**src/rtl/osiris_muldiv_pkg.sv**
```systemverilog
// rtl/osiris_muldiv_pkg.sv - RV32M funct3 decode, FSM encoding and operand-signedness helpers
package osiris_muldiv_pkg;

    localparam logic [2:0] OP_MUL    = 3'b000;
    localparam logic [2:0] OP_MULH   = 3'b001;
    localparam logic [2:0] OP_MULHSU = 3'b010;
    localparam logic [2:0] OP_MULHU  = 3'b011;
    localparam logic [2:0] OP_DIV    = 3'b100;
    localparam logic [2:0] OP_DIVU   = 3'b101;
    localparam logic [2:0] OP_REM    = 3'b110;
    localparam logic [2:0] OP_REMU   = 3'b111;

    typedef enum logic [1:0] {
        ST_IDLE = 2'd0,
        ST_BUSY = 2'd1,
        ST_DONE = 2'd2
    } state_t;

    typedef enum logic [1:0] {
        SEL_LO  = 2'd0,
        SEL_HI  = 2'd1,
        SEL_QUO = 2'd2,
        SEL_REM = 2'd3
    } sel_t;

    function automatic logic is_signed_a(input logic [2:0] op);
        return (op == OP_MUL) || (op == OP_MULH) || (op == OP_MULHSU) ||
               (op == OP_DIV) || (op == OP_REM);
    endfunction

    function automatic logic is_signed_b(input logic [2:0] op);
        return (op == OP_MUL) || (op == OP_MULH) || (op == OP_DIV) || (op == OP_REM);
    endfunction

    function automatic logic is_div(input logic [2:0] op);
        return op[2];
    endfunction

    function automatic sel_t result_sel(input logic [2:0] op);
        sel_t sel;
        case (op)
            OP_MUL:                        sel = SEL_LO;
            OP_MULH, OP_MULHSU, OP_MULHU:  sel = SEL_HI;
            OP_DIV, OP_DIVU:               sel = SEL_QUO;
            default:                       sel = SEL_REM;
        endcase
        return sel;
    endfunction

endpackage

```
**src/rtl/muldiv_iter_core.sv**
```systemverilog
// rtl/muldiv_iter_core.sv - accumulator, one shift-add / shift-subtract step and sign fix-up
// Divide step present only when MULDIV_DIV_EN is defined.
module muldiv_iter_core
    import osiris_muldiv_pkg::*;
#(
    parameter int DATA_WIDTH = 32
) (
    input  logic                  i_clk,
    input  logic                  i_rst_n,
    input  logic                  i_load,
    input  logic                  i_step,
    input  logic [DATA_WIDTH-1:0] i_lo_init,
    input  logic [DATA_WIDTH-1:0] i_mcand_init,
    input  sel_t                  i_sel,
    input  logic                  i_neg_res,
    input  logic                  i_neg_rem,
    output logic [DATA_WIDTH-1:0] o_result
);

    logic [DATA_WIDTH-1:0]   r_hi;
    logic [DATA_WIDTH-1:0]   r_lo;
    logic [DATA_WIDTH-1:0]   r_mcand;

    logic [DATA_WIDTH:0]     w_sum;
    logic [DATA_WIDTH-1:0]   w_next_hi;
    logic [DATA_WIDTH-1:0]   w_next_lo;
    logic [2*DATA_WIDTH-1:0] w_prod;
    logic [2*DATA_WIDTH-1:0] w_prod_fix;
`ifdef MULDIV_DIV_EN
    logic                    w_is_div;
    logic [DATA_WIDTH:0]     w_shift;
    logic [DATA_WIDTH-1:0]   w_diff;
    logic                    w_ge;
`endif

    // hi:lo is the product (multiplier consumed from lo) or remainder:quotient (dividend from lo)
    always_comb begin
        w_sum     = {1'b0, r_hi} + (r_lo[0] ? {1'b0, r_mcand} : '0);
        w_next_hi = w_sum[DATA_WIDTH:1];
        w_next_lo = {w_sum[0], r_lo[DATA_WIDTH-1:1]};
`ifdef MULDIV_DIV_EN
        w_is_div = (i_sel == SEL_QUO) || (i_sel == SEL_REM);
        w_shift  = {r_hi, r_lo[DATA_WIDTH-1]};
        w_ge     = (w_shift >= {1'b0, r_mcand});
        w_diff   = w_shift[DATA_WIDTH-1:0] - r_mcand;
        if (w_is_div) begin
            w_next_hi = w_ge ? w_diff : w_shift[DATA_WIDTH-1:0];
            w_next_lo = {r_lo[DATA_WIDTH-2:0], w_ge};
        end
`endif
    end

    always_comb begin
        w_prod     = {w_next_hi, w_next_lo};
        w_prod_fix = i_neg_res ? -w_prod : w_prod;
        case (i_sel)
            SEL_LO:  o_result = w_prod_fix[DATA_WIDTH-1:0];
            SEL_HI:  o_result = w_prod_fix[2*DATA_WIDTH-1:DATA_WIDTH];
            SEL_QUO: o_result = i_neg_res ? -w_next_lo : w_next_lo;
            default: o_result = i_neg_rem ? -w_next_hi : w_next_hi;
        endcase
    end

    always_ff @(posedge i_clk or negedge i_rst_n) begin
        if (!i_rst_n) begin
            r_hi    <= '0;
            r_lo    <= '0;
            r_mcand <= '0;
        end else if (i_load) begin
            r_hi    <= '0;
            r_lo    <= i_lo_init;
            r_mcand <= i_mcand_init;
        end else if (i_step) begin
            r_hi    <= w_next_hi;
            r_lo    <= w_next_lo;
        end
    end

endmodule

```
**src/rtl/muldiv_sequencer.sv**
```systemverilog
// rtl/muldiv_sequencer.sv - RV32M iterative multiply/divide sequencer for the EX stage
// Define MULDIV_DIV_EN to include DIV/DIVU/REM/REMU; otherwise 1xx ops complete at once with 0.
module muldiv_sequencer
    import osiris_muldiv_pkg::*;
#(
    parameter int DATA_WIDTH = 32
) (
    input  logic                  i_clk,
    input  logic                  i_rst_n,
    input  logic                  i_start_EX,
    input  logic [2:0]            i_muldiv_op_EX,
    input  logic [DATA_WIDTH-1:0] i_src_a_EX,
    input  logic [DATA_WIDTH-1:0] i_src_b_EX,
    input  logic                  i_flush_EX,
    output logic                  o_stall_EX,
    output logic                  o_done_EX,
    output logic [DATA_WIDTH-1:0] o_result_EX
);

    localparam int CNT_WIDTH = $clog2(DATA_WIDTH) + 1;
`ifdef MULDIV_DIV_EN
    localparam logic [DATA_WIDTH-1:0] W_MIN = {1'b1, {(DATA_WIDTH-1){1'b0}}};
`endif

    state_t                r_state;
    state_t                w_next_state;
    logic [CNT_WIDTH-1:0]  r_cnt;
    logic [2:0]            r_op;
    logic                  r_sign_a;
    logic                  r_sign_b;
    logic [DATA_WIDTH-1:0] r_result;

    logic                  w_sign_a;
    logic                  w_sign_b;
    logic                  w_is_div;
    logic                  w_accept;
    logic                  w_fast;
    logic                  w_no_stall;
    logic                  w_step;
    logic                  w_last;
    logic [DATA_WIDTH-1:0] w_a_mag;
    logic [DATA_WIDTH-1:0] w_b_mag;
    logic [DATA_WIDTH-1:0] w_fast_result;
    logic [DATA_WIDTH-1:0] w_core_result;
`ifdef MULDIV_DIV_EN
    logic                  w_div_zero;
    logic                  w_div_ovf;
`endif

    always_comb begin
        w_sign_a = is_signed_a(i_muldiv_op_EX) & i_src_a_EX[DATA_WIDTH-1];
        w_sign_b = is_signed_b(i_muldiv_op_EX) & i_src_b_EX[DATA_WIDTH-1];
        w_a_mag  = w_sign_a ? -i_src_a_EX : i_src_a_EX;
        w_b_mag  = w_sign_b ? -i_src_b_EX : i_src_b_EX;
        w_is_div = is_div(i_muldiv_op_EX);
        w_accept = (r_state == ST_IDLE) & i_start_EX & ~i_flush_EX;
        w_step   = (r_state == ST_BUSY) & ~i_flush_EX;
        w_last   = w_step & (r_cnt == CNT_WIDTH'(1));
`ifdef MULDIV_DIV_EN
        // Cases whose answer is fixed by the ISA skip the iteration entirely
        w_div_zero = (i_src_b_EX == '0);
        w_div_ovf  = is_signed_b(i_muldiv_op_EX) & (i_src_a_EX == W_MIN) & (i_src_b_EX == '1);
        w_fast     = w_is_div & (w_div_zero | w_div_ovf);
        w_no_stall = 1'b0;
        if (result_sel(i_muldiv_op_EX) == SEL_QUO) begin
            w_fast_result = w_div_zero ? '1 : W_MIN;
        end else begin
            w_fast_result = w_div_zero ? i_src_a_EX : '0;
        end
`else
        w_fast        = w_is_div;
        w_no_stall    = w_is_div;
        w_fast_result = '0;
`endif
    end

    always_ff @(posedge i_clk or negedge i_rst_n) begin
        if (!i_rst_n) begin
            r_state <= ST_IDLE;
        end else begin
            r_state <= w_next_state;
        end
    end

    always_comb begin
        w_next_state = r_state;
        if (i_flush_EX) begin
            w_next_state = ST_IDLE;
        end else begin
            case (r_state)
                ST_IDLE: if (i_start_EX) w_next_state = w_fast ? ST_DONE : ST_BUSY;
                ST_BUSY: if (r_cnt == CNT_WIDTH'(1)) w_next_state = ST_DONE;
                ST_DONE: w_next_state = ST_IDLE;
                default: w_next_state = ST_IDLE;
            endcase
        end
    end

    always_comb begin
        o_stall_EX = (r_state == ST_BUSY) | (w_accept & ~w_no_stall);
        o_done_EX  = (r_state == ST_DONE);
    end

    always_ff @(posedge i_clk or negedge i_rst_n) begin
        if (!i_rst_n) begin
            r_cnt    <= '0;
            r_op     <= '0;
            r_sign_a <= 1'b0;
            r_sign_b <= 1'b0;
            r_result <= '0;
        end else if (w_accept) begin
            r_cnt    <= CNT_WIDTH'(DATA_WIDTH);
            r_op     <= i_muldiv_op_EX;
            r_sign_a <= w_sign_a;
            r_sign_b <= w_sign_b;
            if (w_fast) r_result <= w_fast_result;
        end else if (w_step) begin
            r_cnt <= r_cnt - 1'b1;
            if (w_last) r_result <= w_core_result;
        end
    end

    assign o_result_EX = r_result;

    muldiv_iter_core #(
        .DATA_WIDTH (DATA_WIDTH)
    ) u_core (
        .i_clk        (i_clk),
        .i_rst_n      (i_rst_n),
        .i_load       (w_accept),
        .i_step       (w_step),
        .i_lo_init    (w_is_div ? w_a_mag : w_b_mag),
        .i_mcand_init (w_is_div ? w_b_mag : w_a_mag),
        .i_sel        (result_sel(r_op)),
        .i_neg_res    (r_sign_a ^ r_sign_b),
        .i_neg_rem    (r_sign_a),
        .o_result     (w_core_result)
    );

endmodule

```
**config.mk**
```make
export PLATFORM = sky130hd
export DESIGN_NAME = muldiv_sequencer
export DESIGN_NICKNAME = d
export VERILOG_FILES = /design/src/rtl/osiris_muldiv_pkg.sv /design/src/rtl/muldiv_iter_core.sv /design/src/rtl/muldiv_sequencer.sv
export SDC_FILE = /design/constraint.sdc
export NUM_CORES = 1
export LEC_CHECK = 0
export CAP_MARGIN = 20
export CORE_ASPECT_RATIO = 1.1
export CORE_UTILIZATION = 65
export DETAILED_ROUTE_END_ITERATION = 8
export HOLD_SLACK_MARGIN = 0.06
export PLACE_DENSITY = 0.88
export SYNTH_ARGS = -nofsm -noshare
export SYNTH_HDL_FRONTEND = slang
export SYNTH_SLANG_ARGS = --single-unit
```
**constraint.sdc**
```tcl
create_clock -name i_clk -period 6.4 [get_ports i_clk]
set_input_delay 1.28 -clock i_clk [delete_from_list [all_inputs] [get_ports i_clk]]
set_output_delay 1.28 -clock i_clk [all_outputs]
set_load 0.05 [all_outputs]
```
==> impl_results.md, run 1 <==
* HP Class: register to register
* Chip width at 134.3 um
* CTS tree: yes
* Starting DRT DRC Count at 1429
* Top Ports at 105
* Crit Path Class: register to register
* Top delay family on crit path: compound AO/OA/AOI/OAI gates
* Deepest clock path buffer count at 2
* Worst Skew at 14.21 ps
* Top-area cell type share of the netlist area at 28.21%
* Vias at 13210
* HP Start: o_result_EX[1]$_DFFE_PN0P_
* First-pass GRT wire length at 65200 um
* Design area at 0.01426 mm^2
* Die height at 147.5 um
* Core area at 0.01861 mm^2
* Number of global-route vias before repair at 12130
* Row count at 52
* Top FF cell, synth: dfrtp_1
* Synth Warn # at 0
* Cell chain of the critical path: and2_1 > ha_1 > fa_1 > a21o_1 > a221o_1 > a21oi_1 > a21oi_1 > xnor2_1 > nor3b_2 > nand4_1 > o31ai_1 > o221ai_2 > a221oi_2 > a21o_1
* DP HPWL at 30720 um
* Total Power at 4233 uW
* RSZ-0062 raised after global routing: false
* CTS buffer count at 17
* Crit. End Element: register
* Register bit total from synthesis at 141
* All-Layer GR Usage at 42.78%
* Seq/Total Area, Yosys at 28.21%
* Power per cell area at 296.8 mW/mm^2
* Hold Vio Cnt, Final at 0
* Area Overhead vs Synth at 13.99%
* Pre-antenna DRT Iters at 6
* Worst setup SP type: register
* Cell area after synthesis at 0.01251 mm^2
* Clk sinks at 141
* Async SR Flop Fraction at 100.0%
* H-tree depth at 4
* FMAX at 205.5 MHz
* Outcome: complete, no violations
* Slew at the pin closest to its max-slew limit at 1028 ps
* GR Overflow Total at 0
* Pleak at 0.005938 uW
* Tcrit/Tclk final at 76.02%
* Initial Utilization at 67.22%
* Post-CTS Resized at 0
* Slowest cell on crit path: xnor2_1
* Nets at 1794
* Layout cells sized above 1 at 7.130%
* Max Slew Vio Count at 0
* Synth cell types at 97
* CTS root buf: clkbuf_16
* R2R Path Start: u_core.r_lo[0]$_DFFE_PN0P_
* Clock Latency Late Sink at 450 ps
* EDFF count, synth at 0
* Post-CTS setup buffer count at 0
* Number of buffer and inverter stages on the critical path at 0
* Setup TNS at 0 ps
* Final setup fails at 0
* Final WL at 41460 um
* Largest stage delay on the critical path at 690 ps
* Post-Syn Instances at 1640
* DRC viols at 0
* Port Buffers at 104
* Fillers at 1421
* Max-cap violations at 0
* Largest net degree at the start of global routing at 106
* Ranking of synthesized cells by area: dfrtp_1, nand2_1, xnor2_1
* Max-slew headroom at 31.30%
* Area leader, netlist: dfrtp_1
* Initial antenna violation count at 1
* Min Tclk post-route at 4865 ps
* Syn Area/Cell at 7.627 um^2
* Critical Path RT at 6780 ps
* VDD IR-drop max at 0.2365 mV
* DR vias/cell at 6.810
* Syn_nets at 1750
* Clk slew on worst S/H paths at 70 ps
* Final antenna-violating net count at 0
* CP arrival at 5250 ps
* Placed instance area at 0.01364 mm^2
* WL per Instance at 21.37 um
* Worst setup startpoint: u_core.r_lo[0]$_DFFE_PN0P_
* N_diodes at 0
* CP Max Fanout at 33
* Die area at 0.01980 mm^2
* Final GP Congestion at 1.021
* # hold bufs at CTS at 0
==> final cells by class <==
type                       count  area (um^2)  share of cell area, %
multi-input combinational   1379         8558                  60.02
sequential                   141         3528                  24.75
timing repair buffer         120         1157                  8.117
clock buffer                  17        425.4                  2.983
tap                          243        304.0                  2.132
clock inverter                15        191.4                  1.343
inverter                      25        93.84                 0.6581
==> worst min-delay path, delay by kind of cell, from the launching register on <==
family,cells,cell delay (ps)
DFF,1,340
and+or+nand+nor,2,100
==> report_power, final <==
part / leakage [uW] / switching (uW) / total (uW) / internal, uW
Sequential: 0.00182 / 188 / 1220 / 1040
Clock: 0.000298 / 495 / 1030 / 532
Combinational: 0.00382 / 1270 / 1980 / 709
Total: 0.00594 / 1950 / 4230 / 2280
==> synthesized netlist by cell type (14+ instances only) <==
cell        n
and2_1     48
nand4_1    14
inv_1      24
nand2b_1   16
o211ai_1   16
nor2_1    178
xnor2_1    90
ha_1       38
mux2i_1    17
a221oi_1   14
nor3_1     33
nand2_1   248
xor2_1     50
nand3_1    21
a21oi_1   157
o21ai_0   121
o31ai_1    17
a31oi_1    40
clkbuf_1   78
a22o_1     22
dfrtp_1   141
==> placed cells by master, fill, tap and decap left out, types with 24 or more instances in the layout <==
cell / instances
o21ai_0: 121
clkdlybuf4s50_1: 102
xnor2_1: 89
inv_1: 24
nor2_1: 176
nand2_1: 248
and2_1: 48
nor3_1: 32
ha_1: 38
a21oi_1: 157
dfrtp_1: 141
a31oi_1: 40
xor2_1: 49
==> through the flow <==
step	worst slack (ps)	cells	utilization (%)	hold slack, ps
final	1535	1940	76.63	465.9
after global routing	1234	1940	76.63	484.4
after CTS	1610	1940	76.63	472.2
after detailed placement	1632	1908	73.31	455.7
after global placement	1692	1907	73.29	452.2
after floorplan	2189	1640	-	431.1
==> kinds of logic after synthesis <==
family,synth area share (%)
buf+inv,3.751
mux,1.720
simple gates,26.21
xor+xnor,10.06
compound gates,26.09
flops,28.21
fa+ha+maj,3.961
==> layer usage <==
metal | track usage, % | part of all wire, %
met1 | 53.88 | 38
met2 | 68.34 | 45
met3 | 7.990 | 9.7
met4 | 25.79 | 6.7
met5 | 0 | 0.027
==> worst paths after layout <==
check	slack (ps)	end	depth (start not counted)
worst max-delay path	1530	o_result_EX[27]$_DFFE_PN0P_	14
min in group asynchronous	860	u_core.r_hi[15]$_DFFE_PN0P_	1
worst min-delay path	470	o_result_EX[1]$_DFFE_PN0P_	2
worst max register to register	1530	o_result_EX[27]$_DFFE_PN0P_	14
worst min register to register	470	o_result_EX[1]$_DFFE_PN0P_	2
max in group asynchronous	4300	o_result_EX[15]$_DFFE_PN0P_	2
==> sequential cells by signal, summed over array words and instances, names as in the netlist <==
| register | count |
|---|---|
| o_result_EX | 32 |
| u_core.r_hi | 32 |
| u_core.r_lo | 32 |
| u_core.r_mcand | 32 |
| r_cnt | 6 |
| r_op | 3 |
| r_state | 2 |
| r_sign_a | 1 |
| r_sign_b | 1 |
No activity file was read; power rests on OpenSTA's default activity.
==> run 2, diff against run 1 <==
CORE_UTILIZATION = 60   (was 65)
PLACE_DENSITY = 0.82   (was 0.88)
clock period = 4.5 ns   (was 6.4 ns; I/O delays follow)
==> run 2 against run 1 <==
Net effect: power up 47%; hold slack worse by 33 ps; worst setup slack worse by 1400 ps; sequential share of layout area fell by 0.68 points; via count fell by 0.42%; non-clock buffer count grew 45; utilization is 5.1 points lower; fmax up 11%; cell area grew 2.9%; sequential cell count did not move; register-to-register slack worse by 1400 ps.
==> impl_results.md, run 2 (synthesis results as in run 1) <==
* Outcome: complete, no violations
* Area Overhead vs Synth at 17.28%
* Pleak at 0.006167 uW
* Critical Path RT at 4880 ps
* Worst setup path endpoint: o_result_EX[25]$_DFFE_PN0P_
* Final setup fails at 0
* Final Util at 71.53%
* Tcrit/Tclk final at 97.09%
* Clock Latency Late Sink at 450 ps
* Nets at 1839
* Number of buffer and inverter stages on the critical path at 1
* Top Ports at 105
* All-Layer GR Usage at 41.18%
* H-tree depth at 4
* VDD IR-drop max at 0.2746 mV
* Hold Vio Cnt, Final at 0
* CTS buffer count at 17
* Slew at the pin closest to its max-slew limit at 1070 ps
* Total Power at 6213 uW
* Final GP Congestion at 0.9846
* CTS root buf: clkbuf_16
* Row count at 55
* Met2 WL at 20140 um
* WL per Instance at 21.57 um
* Top delay family on crit path: simple AND/OR/NAND/NOR gates
* Max Slew Vio Count at 0
* Worst Slack Setup Final at 130.9 ps
* # hold bufs at CTS at 0
* First-pass GRT wire length at 68170 um
* FMAX at 228.9 MHz
* Core area at 0.02051 mm^2
* Starting DRT DRC Count at 1327
* DRC viols at 0
* Slowest cell on crit path: o21ai_0
* Power per cell area at 423.5 mW/mm^2
* CP Max Fanout at 21
* Initial Utilization at 60.99%
* Reg2Reg Depth at 14
* Initial antenna violation count at 0
* Number of global-route vias before repair at 12560
* Worst setup startpoint: u_core.r_lo[0]$_DFFE_PN0P_
* Commonest non-fill, non-tap cell in the layout: nand2_1
* Clk slew on worst S/H paths at 70 ps
* Port Buffers at 104
* CP arrival at 4750 ps
* Deepest clock path buffer count at 2
* Final antenna-violating net count at 0
* Met3 wire len at 3256 um
* Max-cap violations at 0
* Largest net degree at the start of global routing at 106
* Max-slew headroom at 28.30%
* N_diodes at 0
* Worst setup SP type: register
* Pre-CTS WS at 70.68 ps
* Crit Path Class: register to register
* Vias at 13160
* Layout cells sized above 1 at 9.931%
* Die height at 153.4 um
* GR Overflow Total at 0
* Final WL at 43110 um
* Reg2Reg Capture Point: o_result_EX[25]$_DFFE_PN0P_
* Levels on crit path at 14
* Hold slack at 432.6 ps
* RSZ-0062 raised after global routing: true
* Cell chain of the critical path: and2_1 > ha_1 > buf_4 > nand2_1 > o21ai_0 > nor2_1 > a21oi_1 > xor2_1 > nor4b_1 > and3_1 > nand4_1 > mux2i_1 > a211oi_1 > a22o_1
* Pre-antenna DRT Iters at 6
* Die area at 0.02143 mm^2
* Wire length on met1 at 16900 um
* Most frequent cells in the layout: nand2_1, nor2_1, a21oi_1, dfrtp_1, o21ai_0
* DP HPWL at 32920 um
* DR vias/cell at 6.585
* Chip width at 139.7 um
* Worst reg-to-reg setup slack at 130 ps
* Min Tclk post-route at 4369 ps
* Crit. End Element: register
* Largest stage delay on the critical path at 600 ps
* R2R Path Start: u_core.r_lo[0]$_DFFE_PN0P_
* Worst Skew at 20.33 ps
* CTS tree: yes
* Clk sinks at 141
* Top sig layer: met4
* HP Class: input pin to async pin
## run 2: cell types whose count changed in the layout (fill, tap and decap cells not counted), sizes merged
cell / previous run / this run
buf: 18 / 63
## run 2: how the worst min path moves through the flow
stage | end | slack, ps
final | u_core.r_hi[18]$_DFFE_PN0P_ | 430
after global routing | u_core.r_hi[18]$_DFFE_PN0P_ | 480
after CTS | u_core.r_hi[18]$_DFFE_PN0P_ | 460
after detailed placement | o_result_EX[1]$_DFFE_PN0P_ | 460
after global placement | o_result_EX[21]$_DFFE_PN0P_ | 450
after floorplan | u_core.r_mcand[15]$_DFFE_PN0P_ | 430
## run 2: stage by stage
stage	setup TNS, ps	std cells	area, um^2
after CTS	0	1996	14610
after global placement	0	1964	14000
after floorplan	0	1640	12510
after global routing	-27.66	1998	14670
final	0	1998	14670
after detailed placement	0	1964	14000
## run 2: power by group
group          total (uW)  internal (uW)  switching (uW)  leakage (uW)
Clock                1460            754             701      0.000297
Combinational        3030           1150            1880       0.00406
Sequential           1730           1470             256       0.00181
## run 2: layer usage
layer  GRT usage (%)  up-vias
met4           25.33        0
met5               0        -
li1                -     6080
met3           5.514      160
met1           51.26     6222
met2           67.93      694
## run 2: repair_timing
item / in CTS / in global routing
setup buffers: 0 / 2
resized for setup: 0 / 9
setup endpoints to repair: 0 / 19
## run 2: cell type report
cell class	count	area, um^2
Multi-Input combinational cell	1379	8601
Fill cell	1696	5838
Sequential cell	141	3530
Timing Repair Buffer	165	1510
Clock buffer	17	425.4
Tap cell	256	320.3
Clock inverter	15	188.9
Inverter	25	93.84
## run 2: worst register-to-register path: stages (launching register included)
cell	delay, ps
dfrtp_2	530
and2_1	200
ha_1	370
buf_4	190
nand2_1	110
o21ai_0	600
nor2_1	80
a21oi_1	290
xor2_1	310
nor4b_1	580
and3_1	250
nand4_1	210
mux2i_1	180
a211oi_1	260
a22o_1	150
==> run 3, diff against run 2 <==
CORE_ASPECT_RATIO = default   (was 1.1)
==> run 3 against run 2 <==
Net effect: non-clock buffer count decreased by 9; clock power about the same; sequential cell count is the same; worst setup slack got worse by 13 ps; hold slack better by 35 ps; first-iteration DRC count down 15%; combinational power is essentially flat; sequential share of layout area is essentially flat; cell area is 0.17% lower; critical endpoint is now o_result_EX[28]$_DFFE_PN0P_.
==> impl_results.md, run 3 (synthesis results as in run 1) <==
* Outcome: complete, no violations
* CTS root buf: clkbuf_16
* Initial Utilization at 61.42%
* Post-CTS Resized at 0
* Most frequent cells in the layout: nand2_1, nor2_1, a21oi_1, dfrtp_1, o21ai_0
* Psw at 2835 uW
* DRC viols at 0
* CTS tree: yes
* Reg2Reg Depth at 14
* Placed instance area at 0.01395 mm^2
* Die area at 0.02143 mm^2
* Final WL at 42370 um
* Post-CTS setup buffer count at 0
* Levels on crit path at 14
* CP Max Fanout at 19
* H-tree depth at 4
* WL per Instance at 21.16 um
* HP Class: register to register
* Nets at 1830
* Starting DRT DRC Count at 1128
* Clk slew on worst S/H paths at 70 ps
* Min Tclk post-route at 4382 ps
* Design area at 0.01464 mm^2
* Vias at 13100
* DP HPWL at 32140 um
* Layout cells sized above 1 at 9.579%
* CTS buffer count at 17
* All-Layer GR Usage at 39.84%
* Largest stage delay on the critical path at 510 ps
* RSZ-0062 raised after global routing: true
* Chip width at 146.4 um
* Reg2Reg Capture Point: o_result_EX[28]$_DFFE_PN0P_
* DR vias/cell at 6.542
* FMAX at 228.2 MHz
* # hold bufs at CTS at 0
* Comb pwr share at 48.6%
* Tcrit/Tclk final at 97.37%
* Sw Ratio at 45.74%
* Max-cap violations at 0
* Clk sinks at 141
* Row count at 52
* Pleak at 0.006126 uW
* Cell mode on critical path: nor3_1
* Area Overhead vs Synth at 17.07%
* Fillers at 1646
* GR Overflow Total at 0
* Deepest clock path buffer count at 2
* Top Ports at 105
* Max Slew Vio Count at 0
* R2R Path Start: u_core.r_lo[0]$_DFFE_PN0P_
* Clock Latency Late Sink at 450 ps
* Worst setup path endpoint: o_result_EX[28]$_DFFE_PN0P_
* VDD IR-drop max at 0.2740 mV
* Commonest non-fill, non-tap cell in the layout: nand2_1
* Setup TNS at 0 ps
* Internal Power at 3364 uW
* Final setup fails at 0
* Crit Path Class: register to register
* Core area at 0.02036 mm^2
* N_diodes at 0
* Largest net degree at the start of global routing at 114
* Final GP Congestion at 1.024
* Reg power frac at 27.8%
* Worst setup startpoint: u_core.r_lo[0]$_DFFE_PN0P_
* First-pass GRT wire length at 66060 um
* Die height at 146.4 um
* Cell chain of the critical path: buf_4 > and2_1 > fa_1 > a21o_1 > a221oi_4 > nor3_1 > nor3_1 > o221ai_2 > or3_4 > and4bb_1 > or3b_1 > or2_0 > a21oi_1 > o21ai_1
* Worst Skew at 14.56 ps
* Hold slack at 467.7 ps
* Initial antenna violation count at 0
* Critical Path RT at 4830 ps
* Slew at the pin closest to its max-slew limit at 1081 ps
* Port Buffers at 104
* Slowest cell on crit path: dfrtp_2
* Max-slew headroom at 27.59%
* Number of buffer and inverter stages on the critical path at 1
* Number of global-route vias before repair at 12040
* Worst setup SP type: register
* Top delay family on crit path: simple AND/OR/NAND/NOR gates
* Clock group share of total power at 23.5%
* CP arrival at 4710 ps
* Pre-antenna DRT Iters at 8
* Hold Vio Cnt, Final at 0
* Final antenna-violating net count at 0
* Worst reg-to-reg setup slack at 120 ps
* Power per cell area at 423.3 mW/mm^2
* Crit. End Element: register
[run 3: area by class of cell]
type	count	area (um^2)	area share, %
tap	270	337.8	2.307
clock buffer	17	425.4	2.905
timing repair buffer	156	1430	9.766
clock inverter	15	192.7	1.316
inverter	25	93.84	0.6408
sequential	141	3530	24.10
multi-input combinational	1379	8635	58.96
[run 3: worst min-delay path, stage by stage, from the launching register on]
cell	delay (ps)
dfrtp_1	340
nand2_1	50
nand2_1	50
[run 3: stage by stage]
stage | setup WS, ps | util [%] | std cells | total power [uW]
2_1_floorplan | 514.1 | - | 1640 | 3617
3_3_place_gp | 85.10 | 68.49 | 1971 | 4546
3_5_place_dp | 108.1 | 68.49 | 1971 | 4585
4_1_cts | 23.52 | 71.53 | 2003 | 6048
5_1_grt | -28.11 | 71.91 | 2003 | 6474
6_report | 118.2 | 71.91 | 2003 | 6199
[run 3: layer usage]
metal	share of wire, %	track usage (%)
met1	40	51.68
met3	9.0	7.000
met2	45	62.17
met4	6.7	24.27
met5	0	0
[run 3: power groups by stage]
stage	Combinational (uW)	Sequential, uW	Clock [uW]
CTS	2880	1710	1460
detailed placement	2850	1730	0
global placement	2820	1730	0
floorplan	1940	1670	0
finish	3010	1730	1460
global route	3220	1750	1510
[run 3: worst min-delay path by stage]
stage	from	endpoint	slack (ps)	cells after the start
3_3_place_gp	u_core.r_mcand[15]$_DFFE_PN0P_	u_core.r_mcand[15]$_DFFE_PN0P_	450	2
4_1_cts	o_result_EX[20]$_DFFE_PN0P_	o_result_EX[20]$_DFFE_PN0P_	470	2
3_5_place_dp	o_result_EX[21]$_DFFE_PN0P_	o_result_EX[21]$_DFFE_PN0P_	460	2
2_1_floorplan	u_core.r_mcand[15]$_DFFE_PN0P_	u_core.r_mcand[15]$_DFFE_PN0P_	430	2
5_1_grt	o_result_EX[18]$_DFFE_PN0P_	o_result_EX[18]$_DFFE_PN0P_	490	1
6_report	o_result_EX[21]$_DFFE_PN0P_	o_result_EX[21]$_DFFE_PN0P_	470	2
